===== config.mk =====
export PLATFORM = sky130hd
export DESIGN_NAME = regfile_mp
export DESIGN_NICKNAME = d
export VERILOG_FILES = /design/src/rtl/regfile_mp_pkg.sv /design/src/rtl/regfile_mp_clr.sv /design/src/rtl/regfile_mp.sv
export SDC_FILE = /design/constraint.sdc
export NUM_CORES = 1
export LEC_CHECK = 0
export CORE_MARGIN = 2
export CORE_UTILIZATION = 26
export CTS_CLUSTER_SIZE = 8
export DETAILED_ROUTE_END_ITERATION = 16
export PLACE_DENSITY_LB_ADDON = 0.1
export SYNTH_ARGS = -nofsm -noshare
export SYNTH_HDL_FRONTEND = slang
export SYNTH_SLANG_ARGS = --single-unit
export TNS_END_PERCENT = 30

===== constraint.sdc =====
create_clock -name clk -period 3.2 [get_ports clk]
set_input_delay 0.64 -clock clk [delete_from_list [all_inputs] [get_ports clk]]
set_output_delay 0.64 -clock clk [all_outputs]
set_load 0.005 [all_outputs]

===== src/rtl/regfile_mp_pkg.sv =====
// Shared types and helpers for the multi-read-port register file.
package regfile_mp_pkg;

  typedef enum logic [1:0] {
    IDLE  = 2'd0,
    SWEEP = 2'd1,
    DONE  = 2'd2
  } clr_state_e;

  // Widest word the byte-merge helper handles; callers size-cast in and out.
  localparam int unsigned RF_MAX_W = 256;

  function automatic logic [RF_MAX_W-1:0] byte_merge(
    input logic [RF_MAX_W-1:0]   old_w,
    input logic [RF_MAX_W-1:0]   new_w,
    input logic [RF_MAX_W/8-1:0] be
  );
    logic [RF_MAX_W-1:0] res;
    res = old_w;
    for (int b = 0; b < int'(RF_MAX_W / 8); b++) begin
      if (be[b]) begin
        res[b*8 +: 8] = new_w[b*8 +: 8];
      end else begin
        res[b*8 +: 8] = old_w[b*8 +: 8];
      end
    end
    return res;
  endfunction

endpackage


===== src/rtl/regfile_mp_clr.sv =====
// Clear engine: walks every entry once writing zero, then pulses clr_done_o.
module regfile_mp_clr
  import regfile_mp_pkg::*;
#(
  parameter int DEPTH  = 16,
  parameter int ADDR_W = $clog2(DEPTH)
) (
  input  logic              clk,
  input  logic              rst_n,
  input  logic              clr_req_i,
  output logic              sweep_we_o,
  output logic [ADDR_W-1:0] sweep_addr_o,
  output logic              clr_busy_o,
  output logic              clr_done_o
);

  localparam logic [ADDR_W-1:0] LAST_PTR = ADDR_W'(DEPTH - 1);

  clr_state_e        state_q;
  logic [ADDR_W-1:0] ptr_q;
  logic              busy_q;
  logic              done_q;

  // Busy stays up for one extra cycle after DONE so requests are still ignored then.
  always_ff @(posedge clk or negedge rst_n) begin
    if (!rst_n) begin
      state_q <= IDLE;
      ptr_q   <= '0;
      busy_q  <= 1'b0;
      done_q  <= 1'b0;
    end else begin
      case (state_q)
        IDLE: begin
          done_q <= 1'b0;
          ptr_q  <= '0;
          if (clr_req_i && !busy_q) begin
            state_q <= SWEEP;
            busy_q  <= 1'b1;
          end else begin
            state_q <= IDLE;
            busy_q  <= 1'b0;
          end
        end
        SWEEP: begin
          busy_q <= 1'b1;
          done_q <= 1'b0;
          if (ptr_q == LAST_PTR) begin
            state_q <= DONE;
            ptr_q   <= '0;
          end else begin
            state_q <= SWEEP;
            ptr_q   <= ptr_q + ADDR_W'(1);
          end
        end
        DONE: begin
          state_q <= IDLE;
          ptr_q   <= '0;
          busy_q  <= 1'b1;
          done_q  <= 1'b1;
        end
        default: begin
          state_q <= IDLE;
          ptr_q   <= '0;
          busy_q  <= 1'b0;
          done_q  <= 1'b0;
        end
      endcase
    end
  end

  assign sweep_we_o   = (state_q == SWEEP);
  assign sweep_addr_o = ptr_q;
  assign clr_busy_o   = busy_q;
  assign clr_done_o   = done_q;

endmodule


===== src/rtl/regfile_mp.sv =====
// Multi-read-port register file with byte-enabled writes and a hardware clear sweep.
// Define RF_BYPASS_EN to forward same-edge writes into the read registers.
module regfile_mp
  import regfile_mp_pkg::*;
#(
  parameter int DATA_W = 16,
  parameter int DEPTH  = 16,
  parameter int NRD    = 2,
  parameter int ADDR_W = $clog2(DEPTH)
) (
  input  logic                  clk,
  input  logic                  rst_n,
  input  logic                  we,
  input  logic [ADDR_W-1:0]     waddr,
  input  logic [DATA_W-1:0]     wdata,
  input  logic [DATA_W/8-1:0]   wbe,
  input  logic [NRD*ADDR_W-1:0] raddr,
  output logic [NRD*DATA_W-1:0] rdata,
  input  logic                  clr_req,
  output logic                  clr_busy,
  output logic                  clr_done
);

  if (DATA_W % 8 != 0) begin : g_chk_w
    $error("regfile_mp: DATA_W must be a multiple of 8");
  end
  if (DATA_W > int'(RF_MAX_W)) begin : g_chk_wmax
    $error("regfile_mp: DATA_W exceeds byte_merge width");
  end
  if (DEPTH < 2) begin : g_chk_d
    $error("regfile_mp: DEPTH must be at least 2");
  end
  if (NRD < 1) begin : g_chk_n
    $error("regfile_mp: NRD must be at least 1");
  end

  // One extra bit so DEPTH itself is representable for range checks.
  localparam logic [ADDR_W:0] DEPTH_C = (ADDR_W + 1)'(DEPTH);

  logic [DATA_W-1:0] mem_q [DEPTH];

  logic              sweep_we_s;
  logic [ADDR_W-1:0] sweep_addr_s;
  logic              clr_busy_s;
  logic              clr_done_s;
  logic              ext_ok_s;
  logic [DATA_W-1:0] merged_s;
  logic              wr_en_s;
  logic [ADDR_W-1:0] wr_addr_s;
  logic [DATA_W-1:0] wr_data_s;

  regfile_mp_clr #(
    .DEPTH  (DEPTH),
    .ADDR_W (ADDR_W)
  ) u_clr (
    .clk          (clk),
    .rst_n        (rst_n),
    .clr_req_i    (clr_req),
    .sweep_we_o   (sweep_we_s),
    .sweep_addr_o (sweep_addr_s),
    .clr_busy_o   (clr_busy_s),
    .clr_done_o   (clr_done_s)
  );

  assign clr_busy = clr_busy_s;
  assign clr_done = clr_done_s;

  // Single write port: the sweep wins, external writes only when idle and in range.
  always_comb begin
    ext_ok_s = we && !clr_busy_s && ({1'b0, waddr} < DEPTH_C) && (wbe != '0);
    if ({1'b0, waddr} < DEPTH_C) begin
      merged_s = DATA_W'(byte_merge(RF_MAX_W'(mem_q[waddr]), RF_MAX_W'(wdata),
                                    (RF_MAX_W / 8)'(wbe)));
    end else begin
      merged_s = '0;
    end
    if (sweep_we_s) begin
      wr_en_s   = 1'b1;
      wr_addr_s = sweep_addr_s;
      wr_data_s = '0;
    end else if (ext_ok_s) begin
      wr_en_s   = 1'b1;
      wr_addr_s = waddr;
      wr_data_s = merged_s;
    end else begin
      wr_en_s   = 1'b0;
      wr_addr_s = '0;
      wr_data_s = '0;
    end
  end

  // Storage is deliberately not reset; it is initialised by writes or the sweep.
  always_ff @(posedge clk) begin
    if (wr_en_s) begin
      mem_q[wr_addr_s] <= wr_data_s;
    end
  end

  for (genvar i = 0; i < NRD; i++) begin : g_rd
    logic [ADDR_W-1:0] ra_s;
    logic [DATA_W-1:0] rd_word_d;
    logic [DATA_W-1:0] rd_q;

    assign ra_s = raddr[i*ADDR_W +: ADDR_W];

    always_comb begin
      if ({1'b0, ra_s} >= DEPTH_C) begin
        rd_word_d = '0;
`ifdef RF_BYPASS_EN
      end else if (wr_en_s && (wr_addr_s == ra_s)) begin
        rd_word_d = wr_data_s;
`endif
      end else begin
        rd_word_d = mem_q[ra_s];
      end
    end

    // Registered read port.
    always_ff @(posedge clk or negedge rst_n) begin
      if (!rst_n) begin
        rd_q <= '0;
      end else begin
        rd_q <= rd_word_d;
      end
    end

    assign rdata[i*DATA_W +: DATA_W] = rd_q;
  end

endmodule


==> flow_summary_export.csv, run 1 <==
group,metric,value,unit
run_status,run_status,"finished clean",
floorplan,coreArea,0.0577,sq mm
global_routing,grt_use_total,16.7,%
drt,vias_per_cell,5.25,
pwr,pwr-share-seq,42.3,%
clock_network,cts_tree,"built",
floorplan,ios,68,
timing,fin_crit,2.94,ns
logic_synthesis,ys_seq_area_share,57.4,%
clock_network,numCtsBuffers,43,
clock_network,htree_levels,2,
timing,rsz0062_at_grt,"false",
logic_synthesis,synth_edf_count,256,
logic_synthesis,syn_area_per_cell,21.1,sq um
timing,hold_violations,0,
drt,dr.pass1.iters,5,
setup_path,arrival,3.09,ns
logic_synthesis,synth.yosys.warnings,0,
finish,fin_util,32.4,%
setup_path,worst_setup_path_start_kind,"flip-flop",
timing,layout_setup_ws,0.260,ns
logic_synthesis,syn-num-nets,756,
logic_synthesis,synth_seq_cells,296,
floorplan,die_x,245,microns
drt,wl_per_cell,29.9,microns
timing,max_freq,340,MHz
drt,drtIter0Drc,825,
timing,hold_ws,0.219,ns
timing,post-route-period-util,91.9,%
global_routing,overflow,0,
pwr,power.total,12.5,mW
pwr,power.density,667,mW/mm^2
setup_path,cpPeakStageDelay,1.02,ns
timing,worst_slew_pin_slew,1.35,ns
place,dp_hpwl,30700,microns
drt,routed_wl,49400,microns
clock_network,hold_buffers,0,
setup_path,crit_chain,"inv_1, ha_1, nor3b_1, buf_4, nand4b_1, buf_4, o22ai_1",
setup_path,cpMostUsedCell,"buf_4",
timing,setup_viol,0,
logic_synthesis,syn_inst,717,
global_routing,antenna_found_initial,0,
global_routing,grt_pass1_wl,70700,microns
pwr,p_sw_share,28.1,%
pwr,pwr-share-clk,34.4,%
logic_synthesis,synth_top_family_by_area,"multiplexers",
drt,drc,0,
pwr,power_frac_comb,23.3,%
logic_synthesis,syn_area,0.0151,sq mm
clock_network,cts.clk_slew.worst_paths,0.05,ns
floorplan,start_util,26.2,%
logic_synthesis,synth-simple-area-share,1.40,%
logic_synthesis,netlist.area_leader.share,50.8,%
setup_path,crit_required,3.35,ns
drt,ant_nets,0,
floorplan,die_area,0.0602,sq mm
logic_synthesis,synth_compound_area_share,2.02,%
floorplan,fp.dieH,245,microns
timing,fin_setup_tns,0,ns
logic_synthesis,synthAdderAreaFrac,0.413,%
logic_synthesis,synth_mux_area_share,36.2,%
finish,final_nets,894,
logic_synthesis,synthFlopType,"edfxtp_1",
job,cap_violations,0,
timing,relSlewSlack,9.93,%
pwr,switching_power,3.51,mW
logic_synthesis,ys_top_cells_by_count,"edfxtp_1 (256), mux4_2 (200), dfrtp_1 (40), nor2_1 (27), mux4_1 (24)",
setup_path,critPathSlowestCell,"o22ai_1",
setup_path,worstSetupPathType,"flip-flop to flip-flop",
logic_synthesis,yosysUniqueCellTypes,37,
place,io_buffers,67,
clock_network,cts-root-buf,"clkbuf_16",
pwr,ir_drop,0.332,mV
setup_path,cp_max_fo,16,
timing,skew,0.0171,ns
floorplan,std_cell_rows,88,
setup_path,rr_worst_depth,7,
logic_synthesis,async_flop_share,13.5,%
global_routing,grt_pass1_vias,9343,
setup_path,end_kind,"flip-flop",
finish,diodes,0,
logic_synthesis,yosys.area.top_type,"edfxtp_1",
clock_network,clk_path_buf_depth,3,
global_routing,grt_start_max_net_pins,65,
logic_synthesis,synth.most_common_cell,"edfxtp_1",
finish,syn2layout_area_growth,23.4,%
place,gp_congestion,0.786,
timing,maxSlewViolCount,0,
logic_synthesis,synth.area.top_cells,"edfxtp_1 (51%), mux4_2 (30%), dfrtp_1 (6.6%), mux4_1 (4.2%), mux2_2 (1.2%)",
pwr,leakagePower,6.24,nW
pwr,p_int,8.96,mW
min_path,hold_class,"primary input to asynchronous set/reset pin",
logic_synthesis,synth-xor-area-share,0.116,%
clock_network,clk_latency,0.56,ns
drt,vias,8669,
place,dp_slack,-0.0709,ns
finish,drive_above_1_share,42.7,%
clock_network,cts_sinks,296,
## routing by layer
metal	part of all wire, %	vias to the layer above	global-route usage (%)	wire [microns]
met4	2.2	0	4.88	1060
met1	43	4749	22.5	21300
met5	0	-	0	0
li1	-	3503	-	-
met2	49	350	27.5	24000
met3	6.2	67	3.38	3060
## area by class of cell
class | count | area [sq um]
multi-input combinational | 353 | 6120
tap | 765 | 957
clock buffer | 76 | 1250
sequential | 296 | 8690
timing repair buffer | 154 | 1630
fill | 5520 | 39000
clock inverter | 1 | 7.51
inverter | 7 | 26.3
## cell usage in the layout, fill, tap and decap left out, types with 11 or more instances in the layout
master / n
edfxtp_1: 256
clkbuf_16: 45
buf_12: 28
clkbuf_1: 30
mux4_2: 200
o22ai_1: 15
dfrtp_1: 40
mux2_2: 16
clkdlybuf4s50_1: 57
a22oi_1: 16
mux2i_1: 16
buf_4: 62
mux4_1: 24
nor2_1: 11
nor2_2: 16
## sequential cells by signal, summed over array words and instances, names as in the netlist
signal and count:
mem_q 256, u_clr.clr_done_o 1, g_rd.rd_q 32, u_clr.clr_busy_o 1, u_clr.state_q 2, u_clr.sweep_addr_o 4
## power by group through the flow
| stage | sequential, mW | combinational [mW] | clock, mW |
|---|---|---|---|
| floorplan | 5.22 | 1.51 | 0 |
| global placement | 5.30 | 2.96 | 0 |
| detailed placement | 5.34 | 2.95 | 0 |
| CTS | 5.27 | 2.98 | 4.43 |
| global route | 5.34 | 3.10 | 4.57 |
| finish | 5.27 | 2.90 | 4.30 |
## path summary, 6_finish.rpt
| kind | startpoint | to | slack (ns) |
|---|---|---|---|
| min in group clk | u_clr.state_q[1]$_DFF_PN0_ | u_clr.clr_done_o$_DFF_PN0_ | 0.56 |
| min reg2reg | u_clr.state_q[1]$_DFF_PN0_ | u_clr.clr_done_o$_DFF_PN0_ | 0.56 |
| min | rst_n | g_rd[0].rd_q[1]$_DFF_PN0_ | 0.22 |
| max in group asynchronous | rst_n | g_rd[0].rd_q[14]$_DFF_PN0_ | 2.48 |
| max | u_clr.state_q[1]$_DFF_PN0_ | mem_q[14][2]$_DFFE_PP_ | 0.26 |
| max reg2reg | u_clr.state_q[1]$_DFF_PN0_ | mem_q[14][2]$_DFFE_PP_ | 0.26 |
## stage by stage
stage	instances	instance area, sq um
6_report	1652	18700
5_1_grt	1652	18700
4_1_cts	1652	18700
3_5_place_dp	1575	17400
3_3_place_gp	1575	17400
2_1_floorplan	717	15100
## timing repair
item,4_1_cts,5_1_grt
setup endpoints to repair,0,16
setup buffers,0,0
resized for setup,0,1
## critical path, delay by kind of cell (launching register included)
family / cells / cell delay, ns
and+or+nand+nor: 2 / 0.38
AOI/OAI and AO/OA: 1 / 1.02
DFF: 1 / 0.38
adders and majority gates: 1 / 0.34
buffers and inverters: 3 / 0.43
## cells by family (layout without fill, tap and decap cells)
group / count (synthesis) / in the layout
compound gates: 45 / 45
xor+xnor: 2 / 2
fa+ha+maj: 5 / 5
buf+inv: 68 / 238
flops: 296 / 296
mux: 256 / 256
simple gates: 45 / 45
(Power assumes the default switching activity.)
==> run 2, diff against run 1 <==
Settings changed: RECOVER_POWER set to 100, SYNTH_HIERARCHICAL set to 1.
==> flow_summary_export.csv, run 2 <==
group,metric,value,unit
run_status,run_status,"finished clean",
finish,layout_common_cells,"edfxtp_1 (256), mux4_2 (215), clkbuf_1 (51), clkbuf_16 (44), dfrtp_1 (40)",
logic_synthesis,synthAdderAreaFrac,0.414,%
place,gp_congestion,0.777,
min_path,hold_class,"primary input to asynchronous set/reset pin",
finish,largest-register,"mem_q",
clock_network,cts_sinks,296,
finish,drive_above_1_share,40.5,%
global_routing,grt_pass1_wl,70900,microns
floorplan,start_util,26.3,%
drt,drc,0,
pwr,ir_drop,0.362,mV
clock_network,cts_resized,0,
logic_synthesis,syn_area,0.0151,sq mm
job,cap_violations,0,
pwr,power.total,11.7,mW
logic_synthesis,synth.yosys.warnings,6,
logic_synthesis,yosys.area.top_type,"edfxtp_1",
place,dp_slack,0.385,ns
finish,diodes,0,
pwr,power.density,642,mW/mm^2
timing,hold_violations,0,
drt,vias_per_cell,5.28,
clock_network,clk_latency,0.57,ns
setup_path,arrival,2.94,ns
floorplan,fp.dieH,245,microns
logic_synthesis,ys_seq_area_share,57.5,%
logic_synthesis,synth-simple-area-share,1.66,%
clock_network,htree_levels,2,
floorplan,ios,68,
logic_synthesis,synth-xor-area-share,0.116,%
logic_synthesis,syn-num-nets,756,
drt,ant_nets,0,
setup_path,cp_max_fo,18,
place,io_buffers,67,
logic_synthesis,synth_compound_area_share,1.82,%
logic_synthesis,synth_top_family_by_area,"multiplexers",
finish,final_nets,884,
pwr,leakagePower,6.03,nW
setup_path,end_kind,"flip-flop",
drt,vias,8677,
global_routing,antenna_found_initial,1,
timing,maxSlewViolCount,0,
timing,relSlewSlack,10.8,%
finish,syn2layout_area_growth,20.7,%
drt,drtIter0Drc,791,
clock_network,clk_path_buf_depth,3,
timing,rsz0062_at_grt,"false",
timing,fin_crit,2.79,ns
setup_path,worstSetupPathType,"flip-flop to flip-flop",
finish,final_common_cell,"edfxtp_1",
timing,post-route-period-util,87.3,%
logic_synthesis,synth.most_common_cell,"edfxtp_1",
floorplan,die_area,0.0601,sq mm
logic_synthesis,synth_seq_cells,296,
timing,skew,0.0223,ns
clock_network,cts_tree,"built",
clock_network,numCtsBuffers,43,
logic_synthesis,syn_inst,717,
clock_network,cts-root-buf,"clkbuf_16",
place,dp_hpwl,29600,microns
timing,fin_setup_tns,0,ns
clock_network,cts.clk_slew.worst_paths,0.05,ns
setup_path,crit_required,3.34,ns
global_routing,grt_pass1_vias,9567,
global_routing,overflow,0,
drt,wl_per_cell,30.1,microns
logic_synthesis,netlist.area_leader.share,50.8,%
timing,layout_setup_ws,0.406,ns
finish,largest_register_ffs,256,
logic_synthesis,ys_top_cells_by_count,"edfxtp_1 (256), mux4_2 (215), dfrtp_1 (40), nor2_1 (29), a22oi_1 (17)",
setup_path,worst_setup_path_start_kind,"flip-flop",
drt,dr.pass1.iters,7,
logic_synthesis,yosysUniqueCellTypes,39,
floorplan,coreArea,0.0576,sq mm
logic_synthesis,synth_edf_count,256,
drt,routed_wl,49400,microns
floorplan,std_cell_rows,88,
floorplan,die_x,245,microns
logic_synthesis,async_flop_share,13.5,%
clock_network,cts_setup_buffers,0,
global_routing,grt_start_max_net_pins,65,
logic_synthesis,syn_area_per_cell,21.1,sq um
logic_synthesis,synthFlopType,"edfxtp_1",
logic_synthesis,synth.area.top_cells,"edfxtp_1 (51%), mux4_2 (32%), dfrtp_1 (6.6%), mux4_1 (1.6%), mux2_2 (1.2%)",
timing,setup_viol,0,
global_routing,grt_use_total,16.7,%
timing,hold_ws,0.460,ns
clock_network,hold_buffers,0,
logic_synthesis,synth_mux_area_share,35.8,%
timing,max_freq,358,MHz
timing,worst_slew_pin_slew,1.34,ns
[run 2: cell types whose count changed after synthesis, moves of 3 or more]
cell,previous run,this run
mux4_1,24,9
o21ai_0,3,15
o22ai_1,16,0
buf_6,10,14
mux4_2,200,215
buf_1,17,14
buf_4,11,6
clkbuf_1,14,10
buf_2,7,12
[run 2: kinds of logic (layout without fill, tap and decap cells)]
logic type               Yosys count  in the layout
XOR/XNOR                           2              2
buffers and inverters             66            228
adder cells (fa/ha/maj)            5              5
multiplexers                     256            256
AO/OA/AOI/OAI                     43             43
AND/OR/NAND/NOR                   49             49
flip-flops                       296            296
[run 2: layout make-up]
cell class / count / area (sq um)
tap: 765 / 957
clock inverter: 2 / 25.0
sequential: 296 / 8690
fill: 5500 / 39300
timing repair buffer: 142 / 1270
multi-input combinational: 355 / 6040
clock buffer: 77 / 1240
inverter: 7 / 26.3
[run 2: report_power, final]
| group | leakage (nW) | switching (mW) | internal, mW | total, mW |
|---|---|---|---|---|
| registers | 2.93 | 0.311 | 4.81 | 5.12 |
| clock network | 0.605 | 1.68 | 2.61 | 4.29 |
| logic | 2.49 | 1.27 | 1.05 | 2.32 |
[run 2: per-layer routing]
layer	vias to the layer above	GRT usage (%)	part of all wire, %
li1	3454	-	-
met1	4735	20.6	39
met2	381	28.4	51
met4	0	7.17	3.8
met5	-	0	0
met3	107	3.43	6.4
[run 2: worst paths after layout]
kind	from	endpoint	slack, ns	depth (start not counted)
worst min register to register	u_clr/clr_busy_o$_DFF_PN0_	u_clr/state_q[0]$_DFF_PN0_	0.55	1
max in group asynchronous	rst_n	g_rd[0].rd_q[9]$_DFF_PN0_	1.91	2
worst max register to register	u_clr/state_q[1]$_DFF_PN0_	mem_q[5][0]$_DFFE_PP_	0.41	7
worst max-delay path	u_clr/state_q[1]$_DFF_PN0_	mem_q[5][0]$_DFFE_PP_	0.41	7
min in group clk	u_clr/clr_busy_o$_DFF_PN0_	u_clr/state_q[0]$_DFF_PN0_	0.55	1
worst min-delay path	rst_n	g_rd[1].rd_q[4]$_DFF_PN0_	0.46	2
[run 2: critical path: stages (launching register included)]
cell      delay, ns
dfrtp_1        0.39
inv_1          0.09
ha_1           0.53
nor2_1         0.14
clkbuf_1       0.16
a31oi_1        0.45
nor2_1         0.13
clkbuf_2       0.48
[run 2: per-stage QoR]
step           area, sq um  utilization, %  cells
2_1_floorplan        15100               -    717
6_report             18300            31.7   1644
3_3_place_gp         17200            29.9   1565
4_1_cts              18500            32.1   1644
3_5_place_dp         17200            29.9   1565
5_1_grt              18300            31.7   1644
==> run 3, diff against run 2 <==
Settings changed: PLACE_DENSITY set to 0.46, PLACE_DENSITY_LB_ADDON 0.1 to unset.
Clock period 3.2 ns to 2.4 ns, I/O delays scaled along.
==> flow_summary_export.csv, run 3 (synthesized netlist as in run 2, its figures left out) <==
group,metric,value,unit
finish,fillers,5455,
clock_network,clk_latency,0.55,ns
clock_network,cts-root-buf,"clkbuf_16",
setup_path,reg2reg_slack,0.15,ns
finish,drive_above_1_share,44.2,%
pwr,ir_drop,0.463,mV
floorplan,die_area,0.0601,sq mm
run_status,run_status,"finished clean",
setup_path,crit_chain,"clkbuf_1, buf_6, mux4_2, mux4_2",
clock_network,cts.clk_slew.worst_paths,0.05,ns
floorplan,die_x,245,microns
min_path,min_from,"u_clr/clr_busy_o$_DFF_PN0_",
drt,drc,0,
global_routing,grt_pass1_vias,9293,
job,cap_violations,0,
finish,diodes,0,
floorplan,coreArea,0.0576,sq mm
floorplan,start_util,26.3,%
finish,largest-register,"mem_q",
timing,post-route-period-util,95.7,%
finish,final_nets,935,
drt,dr.pass1.iters,5,
drt,wl_per_cell,27.9,microns
timing,relSlewSlack,11.5,%
clock_network,cts_tree,"built",
place,gp_congestion,0.783,
global_routing,grt_start_max_net_pins,41,
setup_path,r2r_start,"u_clr/state_q[1]$_DFF_PN0_",
min_path,min_path_cells,1,
timing,fin_setup_tns,0,ns
global_routing,overflow,0,
timing,hold_ws,0.529,ns
pwr,power.density,839,mW/mm^2
pwr,leakagePower,6.37,nW
floorplan,std_cell_rows,88,
clock_network,cts_sinks,296,
setup_path,crit_required,2.80,ns
timing,fin_crit,2.30,ns
setup_path,worst_setup_path_start_kind,"primary input",
drt,vias_per_cell,5.11,
clock_network,htree_levels,2,
finish,layout_common_cells,"edfxtp_1 (256), mux4_2 (215), buf_4 (49), clkbuf_16 (45), clkbuf_1 (43)",
min_path,hold_end,"u_clr/state_q[0]$_DFF_PN0_",
finish,final_common_cell,"edfxtp_1",
floorplan,fp.dieH,245,microns
setup_path,timing.rr.end,"mem_q[11][11]$_DFFE_PP_",
timing,layout_setup_ws,0.104,ns
global_routing,antenna_found_initial,0,
place,dp_hpwl,31000,microns
setup_path,end_kind,"flip-flop",
timing,setup_viol,0,
setup_path,arrival,2.70,ns
global_routing,grt_use_total,16.0,%
timing,rsz0062_at_grt,"false",
setup_path,worstSetupPathType,"primary input to flip-flop",
setup_path,cp-startpoint,"raddr[4]",
drt,ant_nets,0,
finish,syn2layout_area_growth,24.5,%
drt,vias,8656,
global_routing,grt_pass1_wl,68800,microns
setup_path,cpPeakStageDelay,0.75,ns
timing,maxSlewViolCount,0,
setup_path,rr_worst_depth,7,
place,io_buffers,67,
pwr,power.total,15.8,mW
timing,skew,0.0108,ns
setup_path,critPathSlowestCell,"clkbuf_1",
setup_path,cpMostUsedCell,"mux4_2",
min_path,hold_class,"flip-flop to flip-flop",
drt,drtIter0Drc,690,
clock_network,clk_path_buf_depth,3,
timing,hold_violations,0,
setup_path,cp_max_fo,16,
timing,worst_slew_pin_slew,1.33,ns
floorplan,ios,68,
timing,max_freq,436,MHz
place,dp_slack,-0.223,ns
clock_network,numCtsBuffers,43,
drt,routed_wl,47200,microns
finish,largest_register_ffs,256,
==> run 3: cell types whose count changed in the layout (fill, tap and decap cells not counted), sizes merged <==
cell | before | now
dlygate4sd3 | 34 | 35
buf | 49 | 88
clkbuf | 113 | 122
inv | 8 | 7
bufinv | 0 | 1
==> run 3: per-layer routing <==
metal / part of all wire (%) / global-route usage [%]
met3: 5.0 / 2.83
met2: 50 / 27.1
met4: 2.7 / 4.64
met5: 0 / 0
met1: 42 / 21.1
==> run 3: area by class of cell <==
type | instances | area [sq um] | share of cell area (%)
tap | 765 | 957 | 5.08
clock inverter | 2 | 33.8 | 0.179
timing repair buffer | 193 | 1830 | 9.70
clock buffer | 75 | 1250 | 6.63
multi-input combinational | 355 | 6040 | 32.1
inverter | 7 | 26.3 | 0.140
sequential | 296 | 8690 | 46.2
==> run 3: worst max-delay path by stage <==
stage / cells after the start / to / slack, ns
floorplan: 5 / mem_q[0][10]$_DFFE_PP_ / -0.21
global placement: 7 / mem_q[3][11]$_DFFE_PP_ / -0.25
detailed placement: 7 / mem_q[3][8]$_DFFE_PP_ / -0.22
CTS: 7 / mem_q[15][11]$_DFFE_PP_ / 0.08
global route: 9 / mem_q[9][6]$_DFFE_PP_ / 0.04
finish: 4 / g_rd[1].rd_q[13]$_DFF_PN0_ / 0.10
==> run 3: timing repair <==
action / CTS / global route
gates resized for setup: 0 / 6
endpoints found under the hold margin: 40 / 0
endpoints found under the setup margin: 0 / 30
setup buffers: 0 / 0
hold buffers: 1 / 0
==> run 3: where the power goes <==
group          switching [mW]  total, mW  internal (mW)  leakage [nW]
sequential              0.435       6.83           6.40          2.93
combinational            1.61       3.17           1.56          2.83
clock                    2.20       5.80           3.59         0.612
total                    4.24       15.8           11.6          6.37
==> run 3: worst max-delay path, delay by kind of cell <==
family	cells	cell delay (ns)
multiplexers	2	1.07
buffers and inverters	2	1.13
==> run 3: through the flow <==
step,instance area [sq um],std cells,util [%]
global route,18800,1693,32.7
finish,18800,1693,32.7
CTS,19100,1692,33.1
global placement,17800,1614,30.9
detailed placement,17800,1614,30.9
floorplan,15100,717,-
